### src/rtl/uart_frame_loader_if.sv
// Wishbone classic bus between uart_frame_loader (master) and the 16550-style UART core (slave).
interface uart_frame_loader_if;
    logic [31:0] wb_adr_o;
    logic [31:0] wb_dat_o;
    logic [3:0]  wb_sel_o;
    logic        wb_we_o;
    logic        wb_cyc_o;
    logic        wb_stb_o;
    logic [31:0] wb_dat_i;
    logic        wb_ack_i;
    logic        wb_err_i;

    modport master (
        output wb_adr_o, wb_dat_o, wb_sel_o, wb_we_o, wb_cyc_o, wb_stb_o,
        input  wb_dat_i, wb_ack_i, wb_err_i
    );

    modport slave (
        input  wb_adr_o, wb_dat_o, wb_sel_o, wb_we_o, wb_cyc_o, wb_stb_o,
        output wb_dat_i, wb_ack_i, wb_err_i
    );
endinterface

### src/rtl/uart_frame_loader.sv
// Initialises a 16550-style UART over Wishbone, then loads sync-marked 1bpp frames into a framebuffer port.
// Optional FRAME_CHECKSUM_EN: an XOR trailer byte follows each payload and gates frame_done_o.
module uart_frame_loader #(
    parameter logic [15:0] DIVISOR        = 16'd35,
    parameter int          FRAME_BYTES_X  = 128,
    parameter int          FRAME_LINES    = 768,
    parameter logic [7:0]  SYNC_BYTE      = 8'hAA,
    parameter int          TIMEOUT_CYCLES = 650000,
    parameter int          XW             = 7,
    parameter int          YW             = 10
) (
    input  logic                wb_clk_i,
    input  logic                wb_rst_ni,
    uart_frame_loader_if.master wb,
    input  logic                uart_irq_i,
    output logic                fb_we_o,
    output logic [XW-1:0]       fb_x_o,
    output logic [YW-1:0]       fb_y_o,
    output logic [7:0]          fb_d_o,
    output logic                busy_o,
    output logic                frame_done_o,
    output logic                frame_err_o
);
    localparam logic [1:0] ST_INIT    = 2'd0;
    localparam logic [1:0] ST_HUNT    = 2'd1;
    localparam logic [1:0] ST_PAYLOAD = 2'd2;
    localparam logic [1:0] ST_CSUM    = 2'd3;

    localparam int            TW        = (TIMEOUT_CYCLES > 1) ? $clog2(TIMEOUT_CYCLES + 1) : 1;
    localparam logic [TW-1:0] TMO_LAST  = TW'((TIMEOUT_CYCLES > 0) ? TIMEOUT_CYCLES - 1 : 0);
    localparam logic [XW-1:0] X_LAST    = XW'(FRAME_BYTES_X - 1);
    localparam logic [YW-1:0] Y_LAST    = YW'(FRAME_LINES - 1);
    localparam logic [2:0]    INIT_LAST = 3'd5;

    typedef struct packed {
        logic [2:0] adr;
        logic [7:0] dat;
    } wb_op_t;

    // DLAB on, divisor low/high, 8N1 with DLAB off, FIFOs off, RX-data IRQ on
    function automatic wb_op_t init_op(input logic [2:0] idx);
        case (idx)
            3'd0:    init_op = '{adr: 3'd3, dat: 8'h83};
            3'd1:    init_op = '{adr: 3'd0, dat: DIVISOR[7:0]};
            3'd2:    init_op = '{adr: 3'd1, dat: DIVISOR[15:8]};
            3'd3:    init_op = '{adr: 3'd3, dat: 8'h03};
            3'd4:    init_op = '{adr: 3'd2, dat: 8'h00};
            default: init_op = '{adr: 3'd1, dat: 8'h01};
        endcase
    endfunction

    logic [1:0]    state_q, state_d;
    logic [2:0]    init_idx_q, init_idx_d;
    logic          cyc_q, cyc_d;
    logic          we_q, we_d;
    logic [2:0]    adr_q, adr_d;
    logic [7:0]    dat_q, dat_d;
    logic [XW-1:0] x_q, x_d;
    logic [YW-1:0] y_q, y_d;
    logic          fb_we_q, fb_we_d;
    logic [XW-1:0] fb_x_q, fb_x_d;
    logic [YW-1:0] fb_y_q, fb_y_d;
    logic [7:0]    fb_d_q, fb_d_d;
    logic [7:0]    csum_q, csum_d;
    logic          busy_q, busy_d;
    logic          done_q, done_d;
    logic          err_q, err_d;
    logic          fin_q, fin_d;
    logic [TW-1:0] tmo_q, tmo_d;

    wb_op_t     op;
    logic       ack_ok;
    logic       bus_err;
    logic       tmo_hit;
    logic       last_byte;
    logic [7:0] rx_byte;
    logic       unused_dat;

    assign op         = init_op(init_idx_q);
    assign rx_byte    = wb.wb_dat_i[7:0];
    assign unused_dat = ^wb.wb_dat_i[31:8];
    assign ack_ok     = cyc_q && wb.wb_ack_i && !wb.wb_err_i;
    assign bus_err    = cyc_q && wb.wb_err_i;
    assign tmo_hit    = (TIMEOUT_CYCLES != 0) && (tmo_q == TMO_LAST);
    assign last_byte  = (x_q == X_LAST) && (y_q == Y_LAST);

    always_comb begin
        state_d    = state_q;
        init_idx_d = init_idx_q;
        cyc_d      = cyc_q;
        we_d       = we_q;
        adr_d      = adr_q;
        dat_d      = dat_q;
        x_d        = x_q;
        y_d        = y_q;
        fb_we_d    = 1'b0;
        fb_x_d     = fb_x_q;
        fb_y_d     = fb_y_q;
        fb_d_d     = fb_d_q;
        csum_d     = csum_q;
        busy_d     = busy_q;
        done_d     = 1'b0;
        err_d      = 1'b0;
        fin_d      = 1'b0;
        tmo_d      = tmo_q;

        // the cycle after a response is always idle; a new request may only be decided there
        if (ack_ok || bus_err) cyc_d = 1'b0;

        // last payload write went out this cycle, so completion shows one cycle later
        if (fin_q) begin
            done_d = 1'b1;
            busy_d = 1'b0;
        end

        case (state_q)
            ST_INIT: begin
                if (!cyc_q) begin
                    cyc_d = 1'b1;
                    we_d  = 1'b1;
                    adr_d = op.adr;
                    dat_d = op.dat;
                end else if (ack_ok) begin
                    if (init_idx_q == INIT_LAST) begin
                        init_idx_d = 3'd0;
                        state_d    = ST_HUNT;
                    end else begin
                        init_idx_d = init_idx_q + 3'd1;
                    end
                end
            end
            default: begin
                if (!cyc_q && uart_irq_i) begin
                    cyc_d = 1'b1;
                    we_d  = 1'b0;
                    adr_d = 3'd0;
                    dat_d = 8'h00;
                end
                if (state_q == ST_HUNT) begin
                    if (ack_ok && (rx_byte == SYNC_BYTE)) begin
                        busy_d  = 1'b1;
                        x_d     = '0;
                        y_d     = '0;
                        csum_d  = 8'h00;
                        tmo_d   = '0;
                        state_d = ST_PAYLOAD;
                    end
                end else begin
                    if (TIMEOUT_CYCLES != 0) tmo_d = tmo_q + 1'b1;
                    if (ack_ok) begin
                        tmo_d = '0;
                        if (state_q == ST_PAYLOAD) begin
                            fb_we_d = 1'b1;
                            fb_d_d  = rx_byte;
                            fb_x_d  = x_q;
                            fb_y_d  = y_q;
                            csum_d  = csum_q ^ rx_byte;
                            if (last_byte) begin
                                x_d = '0;
                                y_d = '0;
`ifdef FRAME_CHECKSUM_EN
                                state_d = ST_CSUM;
`else
                                fin_d   = 1'b1;
                                state_d = ST_HUNT;
`endif
                            end else if (x_q == X_LAST) begin
                                x_d = '0;
                                y_d = y_q + 1'b1;
                            end else begin
                                x_d = x_q + 1'b1;
                            end
                        end else begin
                            if (rx_byte == csum_q) done_d = 1'b1;
                            else                   err_d  = 1'b1;
                            busy_d  = 1'b0;
                            state_d = ST_HUNT;
                        end
                    end else if (bus_err || tmo_hit) begin
                        // already-written lines stay in the framebuffer
                        err_d   = 1'b1;
                        busy_d  = 1'b0;
                        state_d = ST_HUNT;
                    end
                end
            end
        endcase
    end

    always_ff @(posedge wb_clk_i or negedge wb_rst_ni) begin
        if (!wb_rst_ni) begin
            state_q    <= ST_INIT;
            init_idx_q <= 3'd0;
            cyc_q      <= 1'b0;
            we_q       <= 1'b0;
            adr_q      <= 3'd0;
            dat_q      <= 8'h00;
            x_q        <= '0;
            y_q        <= '0;
            fb_we_q    <= 1'b0;
            fb_x_q     <= '0;
            fb_y_q     <= '0;
            fb_d_q     <= 8'h00;
            csum_q     <= 8'h00;
            busy_q     <= 1'b0;
            done_q     <= 1'b0;
            err_q      <= 1'b0;
            fin_q      <= 1'b0;
            tmo_q      <= '0;
        end else begin
            state_q    <= state_d;
            init_idx_q <= init_idx_d;
            cyc_q      <= cyc_d;
            we_q       <= we_d;
            adr_q      <= adr_d;
            dat_q      <= dat_d;
            x_q        <= x_d;
            y_q        <= y_d;
            fb_we_q    <= fb_we_d;
            fb_x_q     <= fb_x_d;
            fb_y_q     <= fb_y_d;
            fb_d_q     <= fb_d_d;
            csum_q     <= csum_d;
            busy_q     <= busy_d;
            done_q     <= done_d;
            err_q      <= err_d;
            fin_q      <= fin_d;
            tmo_q      <= tmo_d;
        end
    end

    assign wb.wb_adr_o  = {29'd0, adr_q};
    assign wb.wb_dat_o  = {24'd0, dat_q};
    assign wb.wb_sel_o  = 4'b0001;
    assign wb.wb_we_o   = we_q;
    assign wb.wb_cyc_o  = cyc_q;
    assign wb.wb_stb_o  = cyc_q;

    assign fb_we_o      = fb_we_q;
    assign fb_x_o       = fb_x_q;
    assign fb_y_o       = fb_y_q;
    assign fb_d_o       = fb_d_q;
    assign busy_o       = busy_q;
    assign frame_done_o = done_q;
    assign frame_err_o  = err_q;
endmodule

### src/flat_wrapper.sv
// flat-port wrapper written by rule: the top's interface ports become plain ports
module uart_frame_loader_flat 
#(
    parameter logic [15:0] DIVISOR        = 16'd35,
    parameter int          FRAME_BYTES_X  = 128,
    parameter int          FRAME_LINES    = 768,
    parameter logic [7:0]  SYNC_BYTE      = 8'hAA,
    parameter int          TIMEOUT_CYCLES = 650000,
    parameter int          XW             = 7,
    parameter int          YW             = 10
)
  (wb_clk_i, wb_rst_ni, uart_irq_i, fb_we_o, fb_x_o, fb_y_o, fb_d_o, busy_o, frame_done_o, frame_err_o, wb_wb_adr_o, wb_wb_dat_o, wb_wb_sel_o, wb_wb_we_o, wb_wb_cyc_o, wb_wb_stb_o, wb_wb_dat_i, wb_wb_ack_i, wb_wb_err_i);
  uart_frame_loader_if wb_i ();
  input  logic wb_clk_i;
  input  logic wb_rst_ni;
  input  logic uart_irq_i;
  output logic fb_we_o;
  output logic [XW-1:0] fb_x_o;
  output logic [YW-1:0] fb_y_o;
  output logic [7:0] fb_d_o;
  output logic busy_o;
  output logic frame_done_o;
  output logic frame_err_o;
  output wire logic [$bits(wb_i.wb_adr_o)-1:0] wb_wb_adr_o;
  output wire logic [$bits(wb_i.wb_dat_o)-1:0] wb_wb_dat_o;
  output wire logic [$bits(wb_i.wb_sel_o)-1:0] wb_wb_sel_o;
  output wire logic [$bits(wb_i.wb_we_o)-1:0] wb_wb_we_o;
  output wire logic [$bits(wb_i.wb_cyc_o)-1:0] wb_wb_cyc_o;
  output wire logic [$bits(wb_i.wb_stb_o)-1:0] wb_wb_stb_o;
  input wire logic [$bits(wb_i.wb_dat_i)-1:0] wb_wb_dat_i;
  input wire logic [$bits(wb_i.wb_ack_i)-1:0] wb_wb_ack_i;
  input wire logic [$bits(wb_i.wb_err_i)-1:0] wb_wb_err_i;
  assign wb_wb_adr_o = wb_i.wb_adr_o;
  assign wb_wb_dat_o = wb_i.wb_dat_o;
  assign wb_wb_sel_o = wb_i.wb_sel_o;
  assign wb_wb_we_o = wb_i.wb_we_o;
  assign wb_wb_cyc_o = wb_i.wb_cyc_o;
  assign wb_wb_stb_o = wb_i.wb_stb_o;
  assign wb_i.wb_dat_i = wb_wb_dat_i;
  assign wb_i.wb_ack_i = wb_wb_ack_i;
  assign wb_i.wb_err_i = wb_wb_err_i;
  uart_frame_loader #(.DIVISOR(DIVISOR), .FRAME_BYTES_X(FRAME_BYTES_X), .FRAME_LINES(FRAME_LINES), .SYNC_BYTE(SYNC_BYTE), .TIMEOUT_CYCLES(TIMEOUT_CYCLES), .XW(XW), .YW(YW)) u_core (.wb_clk_i(wb_clk_i), .wb_rst_ni(wb_rst_ni), .wb(wb_i), .uart_irq_i(uart_irq_i), .fb_we_o(fb_we_o), .fb_x_o(fb_x_o), .fb_y_o(fb_y_o), .fb_d_o(fb_d_o), .busy_o(busy_o), .frame_done_o(frame_done_o), .frame_err_o(frame_err_o));
endmodule
### config.mk
export PLATFORM = sky130hd
export DESIGN_NAME = uart_frame_loader_flat
export DESIGN_NICKNAME = d
export VERILOG_FILES = /design/src/rtl/uart_frame_loader_if.sv /design/src/rtl/uart_frame_loader.sv /design/src/flat_wrapper.sv
export SDC_FILE = /design/constraint.sdc
export NUM_CORES = 1
export LEC_CHECK = 0
export ABC_AREA = 1
export ABC_CLOCK_PERIOD_IN_PS = 4600
export BUFFER_PORTS_ARGS = -buffer_cell sky130_fd_sc_hd__buf_2
export CORE_MARGIN = 3
export CORE_UTILIZATION = 59
export CTS_BUF_LIST = sky130_fd_sc_hd__clkbuf_4
export DETAILED_ROUTE_END_ITERATION = 8
export HOLD_SLACK_MARGIN = 0.12
export PLACE_DENSITY = 0.95
export SETUP_SLACK_MARGIN = 0.4
export SYNTH_ARGS = -nofsm -noshare
export SYNTH_HDL_FRONTEND = slang
export SYNTH_SLANG_ARGS = --single-unit
### constraint.sdc
create_clock -name wb_clk_i -period 4.6 [get_ports wb_clk_i]
set_input_delay 0.92 -clock wb_clk_i [delete_from_list [all_inputs] [get_ports wb_clk_i]]
set_output_delay 0.92 -clock wb_clk_i [all_outputs]
set_load 0.01 [all_outputs]
# --- Yosys cells after proc, flatten, opt, wreduce, memory -nomap -nowiden ---
# Cells that the tools add are included.
word_totals:
  register_bits: 93
  input_bits: 37
  output_inout_bits: 100
classes:
  add_sub_neg: 4
  eq_ne: 19
  muxes: 72
  bitwise_logic: 3
  n_reduce_logical: 24
op_table:
  columns: ["operator", "count"]
  rows:
  - ["$mux W10", 6]
  - ["$mux W20", 3]
  - ["$mux W8", 7]
  - ["$pmux W10 S5", 1]
  - ["$mux W7", 6]
  - ["$mux W1", 35]
  - ["$add A20 B1 Y20 const B", 1]
  - ["$eq A20 B20 Y1 const B", 1]
  - ["$mux W2", 10]
  - ["$mux W3", 4]
  - ["$add A10 B1 Y10 const B", 1]
  - ["$eq A10 B10 Y1 const B", 1]
  - ["$eq A8 B8 Y1", 1]
  - ["$eq A8 B8 Y1 const B", 1]
  - ["$reduce_and A4 Y1", 2]
  - ["$xor A8 B8 Y8", 1]
  - ["$add A7 B1 Y7 const B", 1]
  - ["$eq A7 B7 Y1 const B", 1]
  - ["$eq A3 B2 Y1 const B", 2]
  - ["$eq A3 B3 Y1 const B", 2]
  - ["$logic_and A1 B1 Y1", 6]
  - ["$ne A2 B1 Y1 const B", 3]
  - ["$reduce_and A6 Y1", 1]
  - ["$reduce_bool A2 Y1", 3]
  - ["16 further kinds", 22]

# --- Longest topological paths before layout ---
logic_depth:
  ltp_word: 7
  mapped_depth: 11
  ltp_nobuf: 10

# --- Worst setup path before layout ---
# No wires, ideal clock.
synth_timing:
  path_type: "input to register"
  from: "in wb_wb_dat_i[2]"
  to: "reg u_core.y_q[8]"
  setup_ps: 124
  arrival_ps: 1764
  t_required_ps: 4476
  setup_slack_ps: 2712
  path_stages: 9
  path_buffers: 1
  path_cell_list: "nor2_1 > nand2_1 > nor2_2 > nand2_1 > nand2_4 > nand4_4 > buf_6 > nand2_2 > o21ai_1"
synth_via:
  elab_chain_len: 4
synth_lines:
  columns: ["item", "line", "rtl"]
  rows:
  - ["start: declaration", "flat_wrapper.sv:30", "input wire logic [$bits(wb_i.wb_dat_i)-1:0] wb_wb_dat_i;"]
  - ["$eq A8 B8 Y1", "uart_frame_loader.sv:140", "if (ack_ok && (rx_byte == SYNC_BYTE)) begin"]
  - ["$logic_and A1 B1 Y1", "uart_frame_loader.sv:140", null]
  - ["$ne A2 B2 Y1 (no source line)", null, null]
  - ["$reduce_and A5 Y1 (no source line)", null, null]
  - ["end signal: assignment", "uart_frame_loader.sv:218", "y_q <= y_d;"]
  - ["end: declaration", "uart_frame_loader.sv:59", "logic [YW-1:0] y_q, y_d;"]
# Every way passes these cells.
# A chain may end at the register's enable or synchronous reset.

# --- Final worst setup path ---
layout_timing:
  from: "reg u_core.state_q[1]"
  to: "reg u_core.x_q[4]"
layout_via:
  elab_chain_len: 3
  elab_cells_between_ends: 9
  classes_between: "eq/ne: 3; mux: 1; bitwise: 1; reduce/logical: 4"
layout_lines:
  columns: ["item", "line", "rtl"]
  rows:
  - ["start: declaration", "uart_frame_loader.sv:52", "logic [1:0] state_q, state_d;"]
  - ["start signal: assignment", "uart_frame_loader.sv:211", "state_q <= state_d;"]
  - ["$eq A2 B1 Y1, or another cell as far along", "uart_frame_loader.sv:139", "if (state_q == ST_HUNT) begin"]
  - ["$ne A2 B2 Y1 (no source line), or another cell as far along", null, null]
  - ["$reduce_and A4 Y1 (no source line)", null, null]
  - ["end signal: assignment", "uart_frame_loader.sv:198", "x_q <= '0;"]
  - ["end signal: assignment", "uart_frame_loader.sv:217", "x_q <= x_d;"]
  - ["end: declaration", "uart_frame_loader.sv:58", "logic [XW-1:0] x_q, x_d;"]
# Several ways; a longest one is shown, not always the timed one.

==> metrics <==
status finished, final reports clean; H-tree level count 3; Skew-Pair Late Insertion Delay approximately 440 ps; number of warnings issued by yosys 0; chip height 99.33 um; Switching Share 43.06%; Max Fclk 423.4 MHz; pre-CTS setup slack between 2000 and 2500 ps; area of the mapped netlist 0.005139 mm^2; R2R Setup Slk around 2200 ps; setup TNS 0 ps; most used cell, CP nand2_4; vias in the first global route 4070; min Tclk post-route ~2400 ps; Max-Cap Viols 0; most frequent cells in the layout 173 x nand2_1, 88 x dfrtp_1, 62 x conb_1; DR vias about 4200; Synth Area in Compound Gates 9.593%; pwr dens 458.4 mW/mm^2; crit path cell chain inv_1 -> ha_1 -> inv_2 -> nand2_2 -> nand2_4 -> nand2_4 -> clkinv_2 -> nand2_1 -> a21oi_1; Setup Crit Path Kind reg2reg; unrepaired setup endpoints after global routing no; Synth Flop Type dfrtp_1; Clock Tree Root clkbuf_4; Finished Core Util 63.20%; hold_buf cts 0; crit end category flop; CP max stage cell ha_1; WP data required 4940 ps; xor and xnor fraction of the mapped netlist area between 2 and 2.5%; fraction of layout cells with a size suffix above 1 15.20%; Post-CTS Repair Setup Buffers 0; post-synthesis sequential area ratio a little over two fifths; WP data arrival 2700 ps; slew at the pin closest to its max-slew limit between 1000 and 1500 ps; CTS Buf Count 9; leading cell type in the layout, fill and taps excluded nand2_1; Worst Clk Skew 14.80 ps; element type at the critical path start flop; initial antenna violation count 0; period utilization 51.34%; first-pass GRT wire length between 15000 and 20000 um; peak supply drop approximately 0.00026 V; Rows 33; final wirelength between 10000 and 15000 um; min-delay worst type reg2reg; Worst Setup Slack, final 2238 ps; synthesis-to-layout area growth 2.581%; Synth Area in Adders 2.191%; mux contribution to synthesized area 0%; Post-synth EDFFs 0; Final Hold Vio Count 0; CTS Buffer Depth 2; CTS sink cnt between 80 and 90; Synth cell types 38; Pint between 0.001 and 0.0015 W; Post-DRT Antenna Nets 0; iteration count of the initial detailed-routing pass 5; Tot GR Track Use between 20 and 25%; Gate power share between 30% and 40%; CP Max Fanout 19; Initial Utilization 61.61%; die area 0.009865 mm^2; Leak 2.790 nW; Post-Synthesis Cells 642; Die Wd 99.33 um; total core area ~0.0083 mm^2; WL per Instance 13.54 um; vias per cell approximately 5.3; grt ovf 0; main combinational cell family by area after synthesis simple AND/OR/NAND/NOR gates; Design Area, Final 0.005271 mm^2; DRT iter0 DRCs 222; Max stage delay on crit path 500 ps; DRC 0; Switch Pwr 0.001041 W; fin nets 734; sequential power share a little under half; CTS resizes 0; Slew Limit Fails 0; CTS tree yes; Area after DPL roughly 0.0052 mm^2; clock-pin slew on the worst setup and hold paths 140 ps; largest net degree at the start of global routing 89; hold slack 481.2 ps; Post-Synth Simple-Gate Area 27.20%; I/O pins 137; Syn Area/Cell between 8 and 9 um^2; # diodes 0; Worst slew margin 28.18%; port bufs 50; final setup fails 0; HPWL after DPL 7890 um; routability cong. between 0.8 and 0.9; clock share of power 15.2%; number of synthesized register bits 88; asr flop ratio synth 100.0%
==> area by class of cell <==
| type | instances | area, um^2 |
|---|---|---|
| Clock buffer | 10 | 75.07 |
| Sequential cell | 88 | 2202 |
| Multi-Input combinational cell | 474 | 2341 |
| Fill cell | 716 | 3069 |
| Timing Repair Buffer | 50 | 252.7 |
| Inverter | 65 | 245.2 |
| Tap cell | 105 | 131.4 |
| Clock inverter | 4 | 23.77 |
==> logic make-up after synthesis <==
group	count (synthesis)
AND/OR/NAND/NOR	309
other	2
adder cells (fa/ha/maj)	9
XOR/XNOR	12
flip-flops	88
AO/OA/AOI/OAI	82
buffers and inverters	140
==> state kept, by name, indices dropped and copies added (netlist names), 2 cells and up <==
register	flops
u_core.init_idx_q	3
u_core.state_q	2
u_core.fb_d_o	8
u_core.y_q	10
u_core.fb_x_o	7
u_core.csum_q	8
u_core.x_q	7
u_core.dat_q	4
u_core.fb_y_o	10
u_core.tmo_q	20
u_core.adr_q	2
==> metal layers <==
layer / global-route usage (%) / up-vias / part of all wire [%]
met5: 0 / - / 0
met4: 7.773 / 0 / 1.5
met3: 5.400 / 18 / 7.0
met2: 38.48 / 171 / 52
met1: 26.34 / 2014 / 40
li1: - / 2023 / -
==> critical path: cells and delay by family (launching register included) <==
kind	cells	cell delay, ps
fa+ha+maj	1	500
flops	1	440
compound gates	1	80
buf+inv	3	660
simple gates	4	580
==> power groups by stage <==
stage / clock (W) / combinational (W) / sequential [W]
2_1_floorplan: 0 / 0.000693 / 0.00114
3_3_place_gp: 0 / 0.000886 / 0.00111
3_5_place_dp: 0 / 0.000937 / 0.00112
4_1_cts: 0.000374 / 0.000944 / 0.00111
5_1_grt: 0.000404 / 0.00106 / 0.00113
6_report: 0.000366 / 0.000942 / 0.00111
==> through the flow <==
step / total power (W) / cells
2_1_floorplan: 0.001833 / 702
3_3_place_gp: 0.001993 / 782
3_5_place_dp: 0.002058 / 782
4_1_cts: 0.002424 / 796
5_1_grt: 0.002590 / 796
6_report: 0.002416 / 796
==> Yosys cell counts, types with 2 or more instances <==
library cell | count | share of area, %
nand2_1 | 173 | 13
dfrtp_1 | 88 | 43
buf_4 | 65 | 9.5
inv_1 | 59 | 4.3
nor2_1 | 43 | 3.1
nand3_1 | 42 | 4.1
o21ai_0 | 39 | 3.8
nand4_1 | 14 | 1.7
nor3_1 | 14 | 1.4
o21ai_2 | 13 | 2.2
a21oi_1 | 11 | 1.1
ha_1 | 9 | 2.2
xor2_1 | 8 | 1.4
buf_6 | 6 | 1.3
nand2_2 | 6 | 0.73
o21ai_1 | 6 | 0.58
inv_2 | 5 | 0.37
buf_2 | 4 | 0.39
o211ai_1 | 4 | 0.58
o22ai_1 | 4 | 0.49
xnor2_1 | 4 | 0.68
nand2_4 | 3 | 0.66
nor2_2 | 3 | 0.37
conb_1 | 2 | 0.15
nand3_2 | 2 | 0.39
nor2_8 | 2 | 0.78
or2_2 | 2 | 0.24
==> path summary, 6_finish.rpt <==
| path | startpoint | depth (start not counted) | end |
|---|---|---|---|
| min in group asynchronous | wb_rst_ni | 1 | u_core.dat_q[5] |
| max | u_core.state_q[1] | 9 | u_core.x_q[4] |
| min | u_core.fin_q | 2 | u_core.frame_done_o |
| max in group asynchronous | wb_rst_ni | 1 | u_core.fb_y_o[2] |
| max reg2reg | u_core.state_q[1] | 9 | u_core.x_q[4] |
| min reg2reg | u_core.fin_q | 2 | u_core.frame_done_o |
No activity file was read; power rests on OpenSTA's default activity.
